$ cat src/rtl/pipeline_ctrl.sv
// Pipeline controller for the IF/ID/EX/MEM/WB core: per-stage valid tracking,
// load-use stall, taken-branch squash, EX operand forwarding and perf counters.
module pipeline_ctrl #(
    parameter int NUM_STAGES   = 5,
    parameter int REG_ADDR_W   = 5,
    parameter int BRANCH_STAGE = 3,
    parameter int CNT_W        = 32
) (
    input  logic                  clk,
    input  logic                  reset,
    input  logic                  inst_valid_in,
    input  logic [REG_ADDR_W-1:0] id_rs,
    input  logic [REG_ADDR_W-1:0] id_rt,
    input  logic                  id_uses_rt,
    input  logic [REG_ADDR_W-1:0] ex_rs,
    input  logic [REG_ADDR_W-1:0] ex_rt,
    input  logic                  ex_mem_read,
    input  logic [REG_ADDR_W-1:0] ex_rd,
    input  logic                  mem_reg_write,
    input  logic [REG_ADDR_W-1:0] mem_rd,
    input  logic                  wb_reg_write,
    input  logic [REG_ADDR_W-1:0] wb_rd,
    input  logic                  branch_taken,
    input  logic                  cnt_clear,
    output logic                  pc_write,
    output logic                  if_id_write,
    output logic [NUM_STAGES-1:0] flush,
    output logic [1:0]            fwd_a,
    output logic [1:0]            fwd_b,
    output logic [NUM_STAGES-1:0] stage_valid,
    output logic                  retire,
    output logic [CNT_W-1:0]      cnt_cycles,
    output logic [CNT_W-1:0]      cnt_retired,
    output logic [CNT_W-1:0]      cnt_stalls,
    output logic [CNT_W-1:0]      cnt_flushes
);

    localparam logic [1:0] FWD_RF  = 2'b00;
    localparam logic [1:0] FWD_MEM = 2'b10;
    localparam logic [1:0] FWD_WB  = 2'b01;

    logic [NUM_STAGES-1:0] stage_valid_q, stage_valid_d;
    logic [CNT_W-1:0]      cnt_cycles_q, cnt_cycles_d;
    logic [CNT_W-1:0]      cnt_retired_q, cnt_retired_d;
    logic [CNT_W-1:0]      cnt_stalls_q, cnt_stalls_d;
    logic [CNT_W-1:0]      cnt_flushes_q, cnt_flushes_d;

    logic stall;
    logic bt;
    logic rs_hazard;
    logic rt_hazard;

    always_comb begin
        rs_hazard = (ex_rd == id_rs);
        rt_hazard = id_uses_rt && (ex_rd == id_rt);
        stall     = stage_valid_q[2] && stage_valid_q[1] && ex_mem_read &&
                    (ex_rd != '0) && (rs_hazard || rt_hazard);
        bt        = branch_taken && stage_valid_q[BRANCH_STAGE];
    end

    // A taken branch wins over a stall: the stalled instruction is younger
    // than the branch and gets squashed anyway.
    always_comb begin
        stage_valid_d = {stage_valid_q[NUM_STAGES-2:0], inst_valid_in};
        pc_write      = 1'b1;
        if_id_write   = 1'b1;
        flush         = '0;
        if (bt) begin
            for (int i = 1; i <= BRANCH_STAGE; i++) begin
                flush[i]         = 1'b1;
                stage_valid_d[i] = 1'b0;
            end
        end else if (stall) begin
            pc_write         = 1'b0;
            if_id_write      = 1'b0;
            flush[2]         = 1'b1;
            stage_valid_d[0] = stage_valid_q[0];
            stage_valid_d[1] = stage_valid_q[1];
            stage_valid_d[2] = 1'b0;
        end
    end

    // MEM result is younger than WB, so it takes priority; r0 never forwards.
    always_comb begin
        fwd_a = FWD_RF;
        fwd_b = FWD_RF;
        if (stage_valid_q[2]) begin
            if (stage_valid_q[3] && mem_reg_write && (mem_rd != '0) && (mem_rd == ex_rs)) begin
                fwd_a = FWD_MEM;
            end else if (stage_valid_q[4] && wb_reg_write && (wb_rd != '0) && (wb_rd == ex_rs)) begin
                fwd_a = FWD_WB;
            end
            if (stage_valid_q[3] && mem_reg_write && (mem_rd != '0) && (mem_rd == ex_rt)) begin
                fwd_b = FWD_MEM;
            end else if (stage_valid_q[4] && wb_reg_write && (wb_rd != '0) && (wb_rd == ex_rt)) begin
                fwd_b = FWD_WB;
            end
        end
    end

    always_comb begin
        cnt_cycles_d  = cnt_cycles_q + CNT_W'(1);
        cnt_retired_d = cnt_retired_q;
        cnt_stalls_d  = cnt_stalls_q;
        cnt_flushes_d = cnt_flushes_q;
        if (stage_valid_q[NUM_STAGES-1]) begin
            cnt_retired_d = cnt_retired_q + CNT_W'(1);
        end
        if (stall && !bt) begin
            cnt_stalls_d = cnt_stalls_q + CNT_W'(1);
        end
        if (bt) begin
            cnt_flushes_d = cnt_flushes_q + CNT_W'(1);
        end
        if (cnt_clear) begin
            cnt_cycles_d  = '0;
            cnt_retired_d = '0;
            cnt_stalls_d  = '0;
            cnt_flushes_d = '0;
        end
    end

    always_ff @(posedge clk or negedge reset) begin
        if (!reset) begin
            stage_valid_q <= '0;
            cnt_cycles_q  <= '0;
            cnt_retired_q <= '0;
            cnt_stalls_q  <= '0;
            cnt_flushes_q <= '0;
        end else begin
            stage_valid_q <= stage_valid_d;
            cnt_cycles_q  <= cnt_cycles_d;
            cnt_retired_q <= cnt_retired_d;
            cnt_stalls_q  <= cnt_stalls_d;
            cnt_flushes_q <= cnt_flushes_d;
        end
    end

    assign stage_valid = stage_valid_q;
    assign retire      = stage_valid_q[NUM_STAGES-1];
    assign cnt_cycles  = cnt_cycles_q;
    assign cnt_retired = cnt_retired_q;
    assign cnt_stalls  = cnt_stalls_q;
    assign cnt_flushes = cnt_flushes_q;

endmodule
$ cat config.mk
export PLATFORM = sky130hd
export DESIGN_NAME = pipeline_ctrl
export DESIGN_NICKNAME = d
export VERILOG_FILES = /design/src/rtl/pipeline_ctrl.sv
export SDC_FILE = /design/constraint.sdc
export NUM_CORES = 1
export LEC_CHECK = 0
export ABC_CLOCK_PERIOD_IN_PS = 4800
export CORE_MARGIN = 1.5
export CORE_UTILIZATION = 45
export DETAILED_ROUTE_END_ITERATION = 6
export HOLD_SLACK_MARGIN = 0.03
export PLACE_DENSITY_LB_ADDON = 0.1
export SYNTH_ARGS = -nofsm -noshare
export SYNTH_HDL_FRONTEND = slang
export SYNTH_SLANG_ARGS = --single-unit
$ cat constraint.sdc
create_clock -name clk -period 4.8 [get_ports clk]
set_clock_uncertainty 0.15 [all_clocks]
set_input_delay 0.96 -clock clk [delete_from_list [all_inputs] [get_ports clk]]
set_output_delay 0.96 -clock clk [all_outputs]
set_load 0.01 [all_outputs]
==> results of run 1 <==
## layout by cell type, fill, tap and decap left out, drive strengths merged, types with 4 or more instances in the layout
master,n
a21oi,39
and2,11
and3,17
and4,14
buf,7
clkbuf,20
clkdlybuf4s50,184
clkinv,4
clkinvlp,4
dfrtp,133
ha,4
inv,18
nand2,46
nand3,39
nand4,44
nor2,95
nor3,19
nor4,30
o21ai,11
o31ai,24
or3,12
or4,29
xnor2,54
xor2,59
## area by class of cell
class | count | area (sq um)
Clock buffer | 20 | 457
Clock inverter | 12 | 153
Fill cell | 1379 | 5980
Inverter | 17 | 63.8
Multi-Input combinational cell | 577 | 3620
Sequential cell | 133 | 3330
Tap cell | 216 | 270
Timing Repair Buffer | 191 | 1900
## worst max-delay path by stage
stage               startpoint     endpoint  slack, ps  cells after the start
floorplan             ex_rd[3]     pc_write       1360                      6
global placement      ex_rd[1]  if_id_write        540                      8
detailed placement   mem_rd[1]     fwd_b[0]        490                      6
CTS                  mem_rd[1]     fwd_b[0]        490                      6
global route         mem_rd[1]     fwd_b[0]        390                      6
finish               mem_rd[1]     fwd_b[0]        480                      6
## per-layer routing
metal / vias to the layer above / wire [microns] / track usage [%]
met4: 0 / 338 / 8.43
met1: 3184 / 8290 / 30.9
met2: 182 / 9430 / 38.4
li1: 3094 / - / -
met3: 30 / 976 / 4.54
met5: - / 0 / 0
## registers in the layout, summed over array words and instances (netlist names)
signal       flops
cnt_cycles      32
cnt_flushes     32
cnt_retired     32
cnt_stalls      32
stage_valid      5
## where the power goes
group          internal [W]  switching (W)  leakage (nW)  total [W]
Sequential          0.00113      0.0000143          1.85    0.00114
Clock              0.000843       0.000498         0.288    0.00134
Combinational     0.0000768      0.0000957          1.57   0.000172
## worst reg2reg max path, cell delays in order, from the launching register on
cell and delay, ps:
dfrtp_1 450, nand4_1 230, nor3_1 280, nand3_1 580, or4_1 690, a21oi_1 170
## cells in the mapped netlist, types with 4 or more instances
| cell | n |
|---|---|
| dfrtp_1 | 133 |
| nor2_1 | 95 |
| xor2_1 | 59 |
| xnor2_1 | 54 |
| nand2_1 | 46 |
| nand4_1 | 44 |
| a21oi_1 | 39 |
| nand3_1 | 39 |
| nor4_1 | 29 |
| or4_1 | 28 |
| clkbuf_1 | 24 |
| o31ai_1 | 24 |
| nor3_1 | 19 |
| and3_1 | 17 |
| inv_1 | 17 |
| and4_1 | 13 |
| o21ai_0 | 11 |
| or3_1 | 11 |
| and2_1 | 10 |
| buf_4 | 8 |
| buf_2 | 7 |
| ha_1 | 4 |
## logic make-up after synthesis
family,count (synthesis),synth area share (%)
simple gates,368,27.4
flops,133,46.2
xor+xnor,113,13.8
compound gates,86,7.56
buf+inv,59,3.67
fa+ha+maj,4,0.695
mux,4,0.591
other cells,1,0.0521
## metrics by stage
stage | util, % | setup slack (ps) | hold WS, ps
floorplan | - | 1360 | 283
global placement | 58.2 | 540 | 335
detailed placement | 58.2 | 492 | 348
CTS | 62.1 | 487 | 358
global route | 62.1 | 395 | 384
finish | 62.1 | 484 | 351
==> metrics.cfg, run 1 <==
[status]
status = finished, final reports clean

[clock_tree]
cts_root_buffer = clkbuf_16
insertion_delay_ps = 420
cts_resized = 0
cts_tree = done
clock_path_buffers = 2
numCtsBuffers = 17
ctsHoldBuffers = 0
cts_setup_buffers = 0
htreeDepth = 4
clock_sinks = 133
clk_pin_slew_ps = 60

[synth]
synth_top_area_share_pct = 46.2
avgSynthCellArea_sq_um = 9.37
synth_cells = 768
synth.cell_area_sq_um = 7200
synth_edf_count = 0
synth_area_leaders = dfrtp_1, xor2_1, xnor2_1, nor2_1, nand4_1
synth_cell_types = 43
synth.ff_latch_count = 133
ys_seq_area_share_pct = 46.2
yosysWarningCount = 0
synth_top_cell_by_area = dfrtp_1
ys.flop_type = dfrtp_1
synthArstFlopShare_pct = 100

[route]
drtPass1Iterations = 5
drc = 0
postRouteAntennaNets = 0
via_per_inst = 5.57
vias = 6490
drt-total-wl_microns = 19000
avgRoutedWirePerCell_microns = 16.3
drt_iter0_markers = 334

[job]
drv_cap = 0

[critical_path]
start_kind = input pin
path_class = input pin to output pin
end_kind = output pin
slowest_stage = clkdlybuf4s50_1
crit_family = buffers and inverters
rr_endpoint = cnt_stalls[25]
crit_fanout = 3
crit_buf_inv = 2
worst-r2r-cell-count = 5
path_cells = clkdlybuf4s50_1 -> or4_1 -> o211ai_1 -> nor4_1 -> nor4_1 -> clkdlybuf4s50_1
critPathMaxStageDelay_ps = 590
cp_data_required_time_ps = 3690
reg2reg_from = cnt_stalls[2]
cp.arrival_ps = 3210
rrSetupSlack_ps = 2180

[floorplanning]
die_h_microns = 129
core_sq_um = 15800
ios = 189
dieArea_sq_um = 16800
die_w_microns = 129
start_util_pct = 45.6
fp-row-count = 46

[sta]
finalCritPeriodShare_pct = 89.9
rsz0062_at_grt = no
fmaxAchievable_ghz = 0.232
slew_headroom_pct = 33.6
finalMaxSlewViolations = 0
fin_setup_tns_ps = 0
setup_viol = 0
hold_viol_final = 0
worstMarginPinSlew_ps = 997
fin_crit_ps = 4320

[place]
portBuffers = 186
dp_hpwl_microns = 13200
place_congestion = 0.939
placedCellCount = 1134
place_area_sq_um = 9180

[final_layout]
nets = 985
syn_to_final_growth_pct = 36.0
layout.cells.non_filler = 1166
antennaDiodeCount = 0
layout-drive-gt1-share_pct = 5.37
design_area_sq_um = 9790

[global_route]
grt_max_degree = 100
grt_usage_pct = 23.4
grt_pass1_vias = 6262
antenna_found_initial = 0
grt_pass1_wl_microns = 31200
grt.overflow.total = 0

[power]
power.density_nw_per_um2 = 272
p_leak_nw = 3.70
total_power_w = 0.00266
worst_ir_drop_vdd_v = 0.000267

[worst_hold_path]
holdCritPathClass = register to register
hp-start = cnt_cycles[0]
hold_path_depth = 1
hold_path_end = cnt_cycles[0]

No activity file was read; power rests on OpenSTA's default activity.
==> run 2: changes to the inputs <==
- CAP_MARGIN: not set -> 10
==> results of run 2 <==
Final layout, timing and power as in run 1 (identical DEF).
==> run 3: changes to the inputs <==
- ABC_AREA: not set -> 1
==> metrics.cfg, run 3 <==
[global_route]
grt.overflow.total = 0  ; unchanged
grt_pass1_vias = 8303  ; +33%
antenna_found_initial = 0  ; unchanged
grt_max_degree = 102  ; +2.0%
grt_pass1_wl_microns = 41700  ; +34%
grt_usage_pct = 25.9  ; +2.5 points

[floorplanning]
ios = 189  ; unchanged
fp-row-count = 50  ; +8.7%
die_w_microns = 143  ; +10%
start_util_pct = 46.4  ; +0.75 points
die_h_microns = 143  ; +10%
dieArea_sq_um = 20400  ; +22%
core_sq_um = 19000  ; +20%

[clock_tree]
htreeDepth = 4  ; unchanged
cts_setup_buffers = 0  ; unchanged
cts_resized = 0  ; unchanged
cts_root_buffer = clkbuf_16
numCtsBuffers = 17  ; unchanged
clock_path_buffers = 2  ; unchanged
ctsHoldBuffers = 0  ; unchanged
clock_sinks = 133  ; unchanged
clk_pin_slew_ps = 60  ; about the same
insertion_delay_ps = 430  ; about the same
cts_tree = done

[sta]
slew_headroom_pct = 28.6  ; -4.9 points
fmaxAchievable_ghz = 0.261  ; +13%
finalCritPeriodShare_pct = 79.8  ; -10 points
finalMaxSlewViolations = 0  ; unchanged
fin_crit_ps = 3830  ; -484 ps
worstMarginPinSlew_ps = 1070  ; +73.9 ps
fin_setup_tns_ps = 0  ; unchanged
rsz0062_at_grt = no
setup_viol = 0  ; unchanged
hold_viol_final = 0  ; unchanged

[critical_path]
critPathLaunch = ex_rd[1]
path_cells = clkdlybuf4s50_1 -> inv_1 -> nand2_1 -> nand2_1 -> nor2_1 -> nand3_1 -> nand2_2 -> nand2_1 -> nand2_1 -> clkdlybuf4s50_1
path_class = input pin to output pin
crit_buf_inv = 3  ; +1
path_common_cell = nand2_1
start_kind = input pin
crit_fanout = 4  ; +1
worst-r2r-cell-count = 8  ; +3
crit_family = buffers and inverters
crit_cells = 10  ; +4
cp.arrival_ps = 2720  ; -490 ps
reg2reg_from = stage_valid[2]
critPathMaxStageDelay_ps = 550  ; -40 ps
slowest_stage = clkdlybuf4s50_1
cp_data_required_time_ps = 3690  ; about the same
end_kind = output pin

[synth]
synth_fa_ha_area_share_pct = 0.569  ; -0.13 points
synth_compound_area_share_pct = 6.13  ; -1.4 points
yosysWarningCount = 0  ; unchanged
synth_edf_count = 0  ; unchanged
yosys-mux-area-fraction_pct = 0  ; -0.59 points
ys_seq_area_share_pct = 37.8  ; -8.4 points
synth_top_cell_by_area = dfrtp_1
synth_top_family_by_area = simple AND/OR/NAND/NOR gates
synthXorXnorAreaFrac_pct = 4.78  ; -9.0 points
synth_area_leaders = dfrtp_1, nand2_1, nor2_1, inv_1, nand3_1
synth_cells = 1333  ; +74%
synthArstFlopShare_pct = 100  ; unchanged
avgSynthCellArea_sq_um = 6.60  ; -30%
synth.cell_area_sq_um = 8790  ; +22%
synth-simple-area-share_pct = 42.2  ; +15 points
synth.ff_latch_count = 133  ; unchanged
synth.most_common_cell = nand2_1
synth_cell_types = 40  ; -7.0%
ys.flop_type = dfrtp_1
synth_top_area_share_pct = 37.8  ; -8.4 points
synth_common_cells = nand2_1, nor2_1, inv_1, dfrtp_1, nand3_1

[route]
drt-total-wl_microns = 25600  ; +34%
postRouteAntennaNets = 0  ; unchanged
via_per_inst = 5.07  ; -9.0%
drtPass1Iterations = 7  ; +2
vias = 9040  ; +39%
avgRoutedWirePerCell_microns = 14.3  ; -12%
drt_iter0_markers = 578  ; +73%
drc = 0  ; unchanged

[final_layout]
final_common_cell = nand2_1
nets = 1559  ; +58%
syn_to_final_growth_pct = 30.4
antennaDiodeCount = 0  ; unchanged
layout.cells.non_filler = 1784  ; +53%
fillers = 1802  ; +31%
layout-drive-gt1-share_pct = 6.23  ; +0.87 points
final_cell_mix = nand2_1, nor2_1, clkdlybuf4s50_1

[job]
drv_cap = 0  ; unchanged

[place]
place_congestion = 0.895  ; -4.7%
portBuffers = 186  ; unchanged
dp_hpwl_microns = 18800  ; +43%
placedCellCount = 1752  ; +54%

[power]
power.density_nw_per_um2 = 239  ; -12%
p_leak_nw = 4.83  ; +30%
worst_ir_drop_vdd_v = 0.000286  ; +7.1%

[worst_hold_path]
hold_path_depth = 0  ; -1
hp-start = stage_valid[3]
holdCritPathClass = register to register

[status]
status = finished, final reports clean

[run 3: report_power, final]
| part | internal, W | switching (W) | total (W) |
|---|---|---|---|
| sequential | 0.00113 | 0.0000161 | 0.00115 |
| combinational | 0.0000829 | 0.000118 | 0.000201 |
| clock | 0.000831 | 0.000563 | 0.00139 |
[run 3: cell type report]
cell class | instances | area (sq um) | share of cell area (%)
multi-input combinational | 1016 | 4720 | 41.2
sequential | 133 | 3330 | 29.0
timing repair buffer | 191 | 1900 | 16.5
inverter | 152 | 574 | 5.01
clock buffer | 17 | 425 | 3.71
tap | 260 | 325 | 2.84
clock inverter | 15 | 191 | 1.67
[run 3: routing by layer]
metal / share of wire (%) / track usage [%] / vias to the layer above
li1: - / - / 4571
met1: 47 / 35.1 / 4161
met2: 47 / 42.3 / 284
met3: 5.6 / 4.63 / 24
met4: 1.4 / 7.38 / 0
met5: 0 / 0 / -
[run 3: cell families after synthesis]
| group | Yosys count |
|---|---|
| other | 1 |
| adders and majority gates | 4 |
| DFF | 133 |
| buffers and inverters | 185 |
| xor gates and xnor gates | 48 |
| AOI/OAI and AO/OA | 101 |
| and+or+nand+nor | 861 |
[run 3: worst paths after layout]
kind                                         to  slack [ps]
worst max-delay path                   flush[2]         970
worst min-delay path             stage_valid[4]         340
worst max register to register    cnt_stalls[8]        2570
worst min register to register   stage_valid[4]         340
max in group asynchronous        cnt_cycles[10]        3110
min in group asynchronous       cnt_retired[14]         420
[run 3: through the flow]
step                      hold WS, ps  utilization [%]  worst slack, ps  cell area, sq um  power [W]
after detailed placement          335             57.2             1000             10800    0.00137
after global routing              377             60.5              832             11500    0.00283
after global placement            334             57.2              992             10800    0.00137
final                             343             60.5              968             11500    0.00274
after CTS                         350             60.5              990             11500    0.00276
after floorplan                   299                -             1880              8800    0.00126
